$ cat src/rtl/ram_port_arbiter_if.sv
// Requester-side bus of the RAM port arbiter: per-requester valid/ready
// handshake, packed address/data lanes and the read-return path.
interface ram_port_arbiter_if #(
    parameter int NREQ = 4,
    parameter int AWID = 8,
    parameter int DWID = 16
);
    logic [NREQ-1:0]      req;
    logic [NREQ-1:0]      req_we;
    logic [NREQ-1:0]      req_lock;
    logic [NREQ*AWID-1:0] req_addr;
    logic [NREQ*DWID-1:0] req_din;
    logic [NREQ-1:0]      gnt;
    logic [NREQ-1:0]      rvalid;
    logic [DWID-1:0]      rdata;

    // Client engines drive requests and observe grants / read returns.
    modport master (
        output req, req_we, req_lock, req_addr, req_din,
        input  gnt, rvalid, rdata
    );

    // The arbiter consumes requests and produces grants / read returns.
    modport slave (
        input  req, req_we, req_lock, req_addr, req_din,
        output gnt, rvalid, rdata
    );
endinterface

$ cat src/rtl/ram_port_arbiter.sv
// Shares one RAM port between NREQ requesters: round-robin arbitration with
// optional burst lock, registered RAM command outputs and a 2-cycle read
// return pulse routed back to the requester that issued the read.
module ram_port_arbiter #(
    parameter int NREQ = 4,
    parameter int AWID = 8,
    parameter int DWID = 16
) (
    input  logic            clk,
    input  logic            rst_n,
    ram_port_arbiter_if.slave bus,
    output logic            ram_we,
    output logic [AWID-1:0] ram_addr,
    output logic [DWID-1:0] ram_din,
    input  logic [DWID-1:0] ram_dout
);
    localparam int IW = (NREQ > 1) ? $clog2(NREQ) : 1;

    typedef enum logic {ARB, LOCKED} state_t;

    state_t          state, state_nxt;
    logic [IW-1:0]   rr_ptr, rr_nxt;
    logic [IW-1:0]   owner, owner_nxt;
    logic [IW-1:0]   winner, cand, sel;
    logic            found;
    logic            xfer;
    logic [NREQ-1:0] gnt_c;
    logic [NREQ-1:0] rd_pipe;
    logic [NREQ-1:0] rvalid_q;

    // Round-robin search: first active request at or above rr_ptr, wrapping.
    always_comb begin
        found  = 1'b0;
        winner = '0;
        cand   = '0;
        for (int unsigned k = 0; k < NREQ; k++) begin
            cand = IW'((32'(rr_ptr) + k) % NREQ);
            if (!found && bus.req[cand]) begin
                found  = 1'b1;
                winner = cand;
            end
        end
    end

    // Grant generation and next-state logic for the arbitration FSM.
    always_comb begin
        state_nxt = state;
        rr_nxt    = rr_ptr;
        owner_nxt = owner;
        gnt_c     = '0;
        sel       = winner;
        case (state)
            ARB: begin
                if (found) begin
                    gnt_c[winner] = 1'b1;
                    rr_nxt = (32'(winner) == NREQ - 1) ? '0 : winner + 1'b1;
                    if (bus.req_lock[winner]) begin
                        owner_nxt = winner;
                        state_nxt = LOCKED;
                    end
                end
            end
            LOCKED: begin
                sel          = owner;
                gnt_c[owner] = bus.req[owner];
                if (bus.req[owner] && !bus.req_lock[owner]) begin
                    state_nxt = ARB;
                end
            end
            default: state_nxt = ARB;
        endcase
        // Grants are suppressed combinationally while reset is held.
        if (!rst_n) begin
            gnt_c = '0;
        end
    end

    assign bus.gnt    = gnt_c;
    assign xfer       = |(bus.req & gnt_c);
    assign bus.rvalid = rvalid_q;
    assign bus.rdata  = ram_dout;

    // FSM state, round-robin pointer and lock owner registers.
    always_ff @(posedge clk or negedge rst_n) begin
        if (!rst_n) begin
            state  <= ARB;
            rr_ptr <= '0;
            owner  <= '0;
        end else begin
            state  <= state_nxt;
            rr_ptr <= rr_nxt;
            owner  <= owner_nxt;
        end
    end

    // Register the granted requester's command onto the RAM port.
    always_ff @(posedge clk or negedge rst_n) begin
        if (!rst_n) begin
            ram_we   <= 1'b0;
            ram_addr <= '0;
            ram_din  <= '0;
        end else if (xfer) begin
            ram_we   <= bus.req_we[sel];
            ram_addr <= bus.req_addr[32'(sel)*AWID +: AWID];
            ram_din  <= bus.req_din[32'(sel)*DWID +: DWID];
        end else begin
            ram_we   <= 1'b0;
        end
    end

    // Two-stage one-hot tag pipeline aligning rvalid with RAM read data.
    always_ff @(posedge clk or negedge rst_n) begin
        if (!rst_n) begin
            rd_pipe  <= '0;
            rvalid_q <= '0;
        end else begin
            rd_pipe  <= (xfer && !bus.req_we[sel]) ? gnt_c : '0;
            rvalid_q <= rd_pipe;
        end
    end
endmodule
$ cat src/flat_wrapper.sv
// flat-port wrapper written by rule: the top's interface ports become plain ports
module ram_port_arbiter_flat 
#(
    parameter int NREQ = 4,
    parameter int AWID = 8,
    parameter int DWID = 16
)
  (clk, rst_n, ram_we, ram_addr, ram_din, ram_dout, bus_req, bus_req_we, bus_req_lock, bus_req_addr, bus_req_din, bus_gnt, bus_rvalid, bus_rdata);
  ram_port_arbiter_if #(.NREQ(NREQ), .AWID(AWID), .DWID(DWID)) bus_i ();
  input  logic clk;
  input  logic rst_n;
  output logic ram_we;
  output logic [AWID-1:0] ram_addr;
  output logic [DWID-1:0] ram_din;
  input  logic [DWID-1:0] ram_dout;
  input wire logic [$bits(bus_i.req)-1:0] bus_req;
  input wire logic [$bits(bus_i.req_we)-1:0] bus_req_we;
  input wire logic [$bits(bus_i.req_lock)-1:0] bus_req_lock;
  input wire logic [$bits(bus_i.req_addr)-1:0] bus_req_addr;
  input wire logic [$bits(bus_i.req_din)-1:0] bus_req_din;
  output wire logic [$bits(bus_i.gnt)-1:0] bus_gnt;
  output wire logic [$bits(bus_i.rvalid)-1:0] bus_rvalid;
  output wire logic [$bits(bus_i.rdata)-1:0] bus_rdata;
  assign bus_i.req = bus_req;
  assign bus_i.req_we = bus_req_we;
  assign bus_i.req_lock = bus_req_lock;
  assign bus_i.req_addr = bus_req_addr;
  assign bus_i.req_din = bus_req_din;
  assign bus_gnt = bus_i.gnt;
  assign bus_rvalid = bus_i.rvalid;
  assign bus_rdata = bus_i.rdata;
  ram_port_arbiter #(.NREQ(NREQ), .AWID(AWID), .DWID(DWID)) u_core (.clk(clk), .rst_n(rst_n), .bus(bus_i), .ram_we(ram_we), .ram_addr(ram_addr), .ram_din(ram_din), .ram_dout(ram_dout));
endmodule
$ cat config.mk
export PLATFORM = sky130hd
export DESIGN_NAME = ram_port_arbiter_flat
export DESIGN_NICKNAME = d
export VERILOG_FILES = /design/src/rtl/ram_port_arbiter_if.sv /design/src/rtl/ram_port_arbiter.sv /design/src/flat_wrapper.sv
export SDC_FILE = /design/constraint.sdc
export NUM_CORES = 1
export LEC_CHECK = 0
export CORE_MARGIN = 2
export CORE_UTILIZATION = 36
export CTS_BUF_LIST = sky130_fd_sc_hd__clkbuf_8
export DETAILED_ROUTE_END_ITERATION = 8
export PLACE_DENSITY = 0.83
export RECOVER_POWER = 25
export SLEW_MARGIN = 30
export SYNTH_ARGS = -nofsm -noshare
export SYNTH_HDL_FRONTEND = slang
export SYNTH_SLANG_ARGS = --single-unit
$ cat constraint.sdc
create_clock -name clk -period 3.5 [get_ports clk]
set_input_delay 0.525 -clock clk [delete_from_list [all_inputs] [get_ports clk]]
set_output_delay 0.525 -clock clk [all_outputs]
set_load 0.02 [all_outputs]
==> results of run 1 <==
-- worst register-to-register path, delay by kind of cell, from the launching register on --
kind	cells	cell delay, ns
DFF	1	0.47
adders and majority gates	1	0.20
AOI/OAI and AO/OA	5	1.02
buffers and inverters	2	0.38
and+or+nand+nor	3	0.34
-- state kept, by name (all words and copies together) (netlist names) --
register,count
u_core.bus.rvalid,4
u_core.rd_pipe,4
u_core.ram_we,1
u_core.owner,2
u_core.ram_din,16
u_core.rr_ptr,2
u_core.ram_addr,8
u_core.state,1
-- cell type report --
| type | count | area [sq um] |
|---|---|---|
| inverters | 5 | 18.8 |
| repair buffers | 154 | 1520 |
| fillers | 583 | 2740 |
| multi-input cells | 163 | 1290 |
| clock buffers | 5 | 68.8 |
| clock inverters | 3 | 68.8 |
| well taps | 80 | 100 |
| flip-flops and latches | 38 | 951 |
-- worst paths after layout --
| check | from | depth (start not counted) | slack (ns) | end |
|---|---|---|---|---|
| hold reg to reg | u_core.rd_pipe[1]$_DFF_PN0_ | 0 | 0.35 | u_core.bus.rvalid[1]$_DFF_PN0_ |
| max in group asynchronous | rst_n | 2 | 1.42 | u_core.ram_din[1]$_DFFE_PN0P_ |
| setup reg to reg | u_core.rr_ptr[1]$_DFFE_PN0P_ | 11 | 0.96 | u_core.ram_din[4]$_DFFE_PN0P_ |
| hold / removal | u_core.rd_pipe[1]$_DFF_PN0_ | 0 | 0.35 | u_core.bus.rvalid[1]$_DFF_PN0_ |
| setup / recovery | bus_req[0] | 9 | 0.15 | bus_gnt[1] |
| min in group asynchronous | rst_n | 1 | 0.47 | u_core.ram_addr[4]$_DFFE_PN0P_ |
-- repair_timing --
action                                  CTS  global route
resized for setup                         0             1
endpoints found under the setup margin    0             1
buffers inserted                          0             0
-- per-stage QoR --
stage / setup WS (ns) / hold WS (ns) / util [%] / area (sq um) / total power [mW]
2_1_floorplan: 0.883 / 0.229 / - / 2500 / 2.04
3_3_place_gp: 0.178 / 0.331 / 57.4 / 3880 / 2.61
3_5_place_dp: 0.144 / 0.335 / 57.4 / 3880 / 2.67
4_1_cts: 0.143 / 0.211 / 59.5 / 4020 / 3.12
5_1_grt: 0.00586 / 0.361 / 59.4 / 4020 / 3.29
6_report: 0.150 / 0.353 / 59.4 / 4020 / 3.08
-- synthesized netlist by cell type, types with 2 or more instances --
master,instances,share of area (%)
a21boi_1,2,0.60
a22oi_1,2,0.60
a21oi_1,5,1.0
nand2_1,33,5.0
clkbuf_1,6,0.90
buf_2,5,1.0
dfrtp_1,38,38
o22ai_1,2,0.50
nand2b_1,3,0.75
ha_1,4,2.0
o21ai_0,3,0.60
nor3b_1,4,1.2
o221ai_1,25,8.8
nor2b_1,3,0.75
mux2i_1,53,21
buf_4,17,5.1
inv_1,4,0.60
buf_12,2,1.6
-- metal layers --
metal  share of wire, %  track usage (%)  vias to the layer above  routed length, microns
li1                   -                -                     1129                       -
met1                 38             21.4                     1149                    2820
met2                 52             34.3                      118                    3870
met3                9.3             4.45                       10                     691
met4               0.83             4.20                        0                      62
met5                  0                0                        -                       0
-- power by group through the flow --
stage          Sequential (mW)  Clock (mW)  Combinational [mW]
6_report                 0.758       0.441                1.88
5_1_grt                  0.786       0.475                2.03
4_1_cts                  0.758       0.457                1.91
3_5_place_dp             0.767           0                1.91
3_3_place_gp             0.756           0                1.86
2_1_floorplan            0.877           0                1.16
-- cell families after synthesis --
logic type,Yosys count,synth area share (%)
AOI/OAI and AO/OA,49,16.3
adders and majority gates,4,2.01
buffers and inverters,38,10.3
DFF,38,38.1
muxes,56,22.9
and+or+nand+nor,54,10.5
==> reports/qor.txt, run 1 <==
Outcome: finished clean
Psw: 1.24 mW
Antenna Cells: 0
Tcrit/Tclk final: 95.7%
Post-Syn Instances: 239
Crit path launch type: primary input
Clk root buf: clkbuf_8
DP HPWL: 5.87 mm
CP delay by family, top: buffers and inverters
Initial DRC Count: 70
Die H: 87.3 microns
Mapped Area: 2500 sq um
TritonCTS clock tree: yes
Total die area: 7620 sq um
Max Cap Viol: 0
Power share of the combinational group: 61.1%
Post-layout min period: 3.35 ns
RSZ-0062 raised after global routing: no
Rows: 30
Yosys warns: 0
Critical Path Fanout Max: 7
Post-CTS Hold Fix Bufs: 0
DRT antenna net count: 0
Sw Ratio: 40.2%
Leakage power: 1.72 nW
Commonest cells after routing, fill and taps aside: clkdlybuf4s50_1, mux2i_1, dfrtp_1
DR vias/cell: 5.37
Synth unique cells: 46
Core Region: 6760 sq um
Initial antenna violation count: 0
Setup violators final: 0
Pre-antenna DRT Iters: 4
Relative slew slack: 20.4%
Crit-path slowest cell: clkdlybuf4s50_1
Sequential share of power: 24.6%
GRT Total Usage: 18.5%
Sink Count: 38
Primary FF master, synth: dfrtp_1
Worst path required time: 2.97 ns
Skew-Pair Late Insertion Delay: 0.28 ns
Wirelength per Cell: 16.6 microns
Synth async-reset ratio: 100%
Clock share of power: 14.3%
Seq/Total Area, Yosys: 38.1%
Htree depth: 2
Largest net degree at the start of global routing: 27
Slew @ Worst Pin: 1.19 ns
Pins Over Slew Limit: 0
Finished Layout Cells: 448
Clock tree skew after final layout: 0.00683 ns
Critical path data arrival time: 2.83 ns
Vias in the first global route: 2358
Port bufs: 142
Yosys reg bits: 38
Crit Path Class: in -> out
Cell mode on critical path: clkdlybuf4s50_1
Fmax achieved: 0.299 GHz
Die W: 87.3 microns
CP Capture Type: primary output
IO Pins: 175
Setup TNS: 0 ns
CTS max path bufs: 2
Synthesized area per cell: 10.4 sq um
Share of layout cells above drive strength 1: 8.15%
Via count: 2406
Syn_nets: 369
Final routed DRC violation total: 0
Fin. Hold Viols: 0
Nets: 497
Synth-to-layout area growth: 60.9%
Initial Utilization: 36.9%
CTS clk-pin slew, worst paths: 0.08 ns
CP cell instances: clkdlybuf4s50_1, nand2_1, a311oi_2, nor2_2, inv_1, ha_1, a32oi_1, nor2b_1, clkdlybuf4s50_1
First-pass GRT wire length: 11.1 mm
Most common cell after layout, fill and taps aside: clkdlybuf4s50_1
Total wire length: 7.44 mm
Class of the worst hold path: reg -> reg
CP Buf/Inv Count: 3
EDFF count, synth: 0
Pwr dens: 767 nW/um^2
Total CTS buffers: 5
VDD IR max: 368 uV
Final Wtd Congestion: 0.844
Pint: 1.84 mW
Placed Cells: 440
Total gr overflow: 0
Max stage delay on crit path: 0.63 ns
Note: power is estimated with default switching activity, not from simulation.
==> inputs of run 2 (changes only) <==
--- a/config.mk
+++ b/config.mk
@@ -11,7 +11,6 @@
 export DETAILED_ROUTE_END_ITERATION = 8
 export PLACE_DENSITY = 0.83
 export RECOVER_POWER = 25
-export SLEW_MARGIN = 30
 export SYNTH_ARGS = -nofsm -noshare
 export SYNTH_HDL_FRONTEND = slang
 export SYNTH_SLANG_ARGS = --single-unit
==> results of run 2 <==
No change in the layout: final DEF, timing and power equal those of run 1.
==> inputs of run 3 (changes only) <==
--- a/config.mk
+++ b/config.mk
@@ -5,7 +5,6 @@
 export SDC_FILE = /design/constraint.sdc
 export NUM_CORES = 1
 export LEC_CHECK = 0
-export CORE_MARGIN = 2
 export CORE_UTILIZATION = 36
 export CTS_BUF_LIST = sky130_fd_sc_hd__clkbuf_8
 export DETAILED_ROUTE_END_ITERATION = 8
==> constraint.sdc (replaced) <==
create_clock -name clk -period 3.6 [get_ports clk]
set_input_delay 0.54 -clock clk [delete_from_list [all_inputs] [get_ports clk]]
set_output_delay 0.54 -clock clk [all_outputs]
set_load 0.02 [all_outputs]
==> run 3 against run 2 <==
Against the previous run:
- global-route usage grew 0.17 points
- sequential power shrank 2.9%
- utilization grew 1.9 points
- flip-flop and latch count is the same
- design area shrank 0.31%
- cell count shrank 1.1%
- combinational power shrank 5%
- hold slack lost 0.0018 ns
- worst setup slack gained 0.041 ns
- non-clock buffer count shrank 2
- register-to-register slack lost 0.11 ns
- critical path type unchanged
- highest routed layer unchanged
==> reports/qor.txt, run 3 (synthesis gave the netlist of run 1 again) <==
Biggest registers after layout: u_core.ram_din (16), u_core.ram_addr (8)
Setup violators final: 0 (unchanged)
Htree depth: 2 (unchanged)
Final routed DRC violation total: 0 (unchanged)
Cell depth of the worst min-delay path: 0 (unchanged)
Worst-case reg-to-reg path depth: 12 (+1)
Vias in the first global route: 2392 (+1.4%)
Worst R2R Setup Slack: 0.85 ns (-0.11 ns)
CP Capture Type: primary output
RR Startpoint: u_core.rr_ptr[1]$_DFFE_PN0P_
Crit Path Class: in -> out
Rows: 29 (-3.3%)
CTS max path bufs: 2 (unchanged)
Pins Over Slew Limit: 0 (unchanged)
Total CTS buffers: 5 (unchanged)
Setup TNS: 0 ns (unchanged)
Pre-antenna DRT Iters: 4 (unchanged)
Port bufs: 142 (unchanged)
Fmax achieved: 0.293 GHz
Final Wtd Congestion: 0.889 (+5.4%)
Antenna Cells: 0 (unchanged)
Core Region: 6530 sq um (-3.3%)
Final Cell Area: 4000 sq um (-0.31%)
Post-CTS Hold Fix Bufs: 0 (unchanged)
Seq. cell area: 951 sq um (unchanged)
Wirelength per Cell: 15.7 microns (-5.7%)
Pwr dens: 738 nW/um^2 (-3.7%)
Share of layout cells above drive strength 1: 7.92% (-0.23 points)
Tot Pwr: 2.96 mW (-4.0%)
GRT Total Usage: 18.7% (+0.17 points)
Die H: 85.3 microns (-2.3%)
Total die area: 7270 sq um (-4.5%)
Worst Hold End: u_core.bus.rvalid[0]$_DFF_PN0_
Post-layout min period: 3.41 ns
Worst R2R End: u_core.ram_din[5]$_DFFE_PN0P_
Most common cell after layout, fill and taps aside: clkdlybuf4s50_1
Cell mode on critical path: clkdlybuf4s50_1
Fin. Hold Viols: 0 (unchanged)
Largest net degree at the start of global routing: 29 (+7.4%)
TritonCTS clock tree: yes
Sink Count: 38 (unchanged)
Initial antenna violation count: 0 (unchanged)
Slew @ Worst Pin: 1.10 ns (-0.0928 ns)
Relative slew slack: 26.5% (+6.2 points)
Crit path launch type: primary input
Total wire length: 6.94 mm (-6.8%)
Post_cts resized: 0 (unchanged)
CP cell instances: clkdlybuf4s50_1, inv_2, a311oi_2, nor2_2, inv_1, ha_1, a32oi_1, nor2b_1, clkdlybuf4s50_1
Multi-input logic area: 1290 sq um (unchanged)
Most flops, register: u_core.ram_din
Outcome: finished clean
VDD IR max: 330 uV (-10%)
Critical Path Fanout Max: 6 (-1)
Nets: 495 (-0.40%)
DR vias/cell: 5.35 (-0.47%)
Max stage delay on crit path: 0.62 ns (about the same)
Setup Buffers After CTS: 0 (unchanged)
Max Cap Viol: 0 (unchanged)
Clk root buf: clkbuf_8
Tcrit/Tclk final: 94.7%
Skew-Pair Late Insertion Delay: 0.28 ns (about the same)
Class of the worst hold path: reg -> reg
Initial DRC Count: 67 (-4.3%)
Fillers: 564 (-3.3%)
Clock tree skew after final layout: 0.00427 ns (-0.00257 ns)
DP HPWL: 5.45 mm (-7.2%)
First-pass GRT wire length: 10.8 mm (-2.1%)
Initial Utilization: 38.2% (+1.3 points)
Max FFs per register: 16 (unchanged)
Pre-CTS WS: 0.176 ns (+0.0320 ns)
DP Area: 3860 sq um (-0.48%)
Crit-path slowest cell: clkdlybuf4s50_1
Total gr overflow: 0 (unchanged)
Synth-to-layout area growth: 60.4%
Worst path required time: 3.06 ns (+0.09 ns)
CTS clk-pin slew, worst paths: 0.07 ns (about the same)
Critical path data arrival time: 2.87 ns (+0.04 ns)
HP Start: u_core.rd_pipe[0]$_DFF_PN0_
Die W: 85.3 microns (-2.3%)
RSZ-0062 raised after global routing: no
Via count: 2368 (-1.6%)
Commonest cells after routing, fill and taps aside: clkdlybuf4s50_1, mux2i_1, dfrtp_1
Leakage power: 1.71 nW (-1.0%)
Final WS setup: 0.191 ns (+0.0408 ns)
IO Pins: 175 (unchanged)
DRT antenna net count: 0 (unchanged)
[run 3: how the worst max path moves through the flow]
stage / start / end / slack [ns] / depth (start not counted)
global placement: bus_req[1] / bus_gnt[0] / 0.28 / 9
floorplan: bus_req[2] / u_core.ram_addr[0]$_DFFE_PN0P_ / 0.97 / 11
finish: bus_req[1] / bus_gnt[1] / 0.19 / 9
CTS: bus_req[1] / bus_gnt[1] / 0.21 / 9
detailed placement: bus_req[0] / u_core.ram_din[5]$_DFFE_PN0P_ / 0.18 / 13
global route: bus_req[1] / bus_gnt[3] / 0.09 / 9
[run 3: layer usage]
metal	vias up	GRT usage [%]	part of all wire [%]	wire (microns)
met1	1116	20.8	40	2770
li1	1117	-	-	-
met4	0	5.15	1.1	74
met3	12	6.03	10	712
met2	123	34.2	49	3380
met5	-	0	0	0
[run 3: report_power, final]
group | internal [mW] | switching (mW) | total (mW)
clock network | 0.296 | 0.145 | 0.441
registers | 0.599 | 0.137 | 0.736
logic | 0.887 | 0.893 | 1.78
total | 1.78 | 1.18 | 2.96
[run 3: final cells by class]
cell class	count	share of cell area, %
timing repair buffer	152	37.5
multi-input combinational	163	32.3
sequential	38	23.8
tap	77	2.41
clock buffer	6	2.06
clock inverter	2	1.50
inverter	5	0.469
[run 3: through the flow]
stage	std cells	util, %	hold WS [ns]
5_1_grt	443	61.3	0.359
3_3_place_gp	435	59.1	0.332
4_1_cts	443	61.3	0.206
2_1_floorplan	239	-	0.244
3_5_place_dp	435	59.1	0.335
6_report	443	61.3	0.351
[run 3: worst max-delay path: cells and delay by family]
family	cells	cell delay, ns
buffers and inverters	4	1.37
AOI/OAI and AO/OA	2	0.45
adders and majority gates	1	0.17
and+or+nand+nor	2	0.34
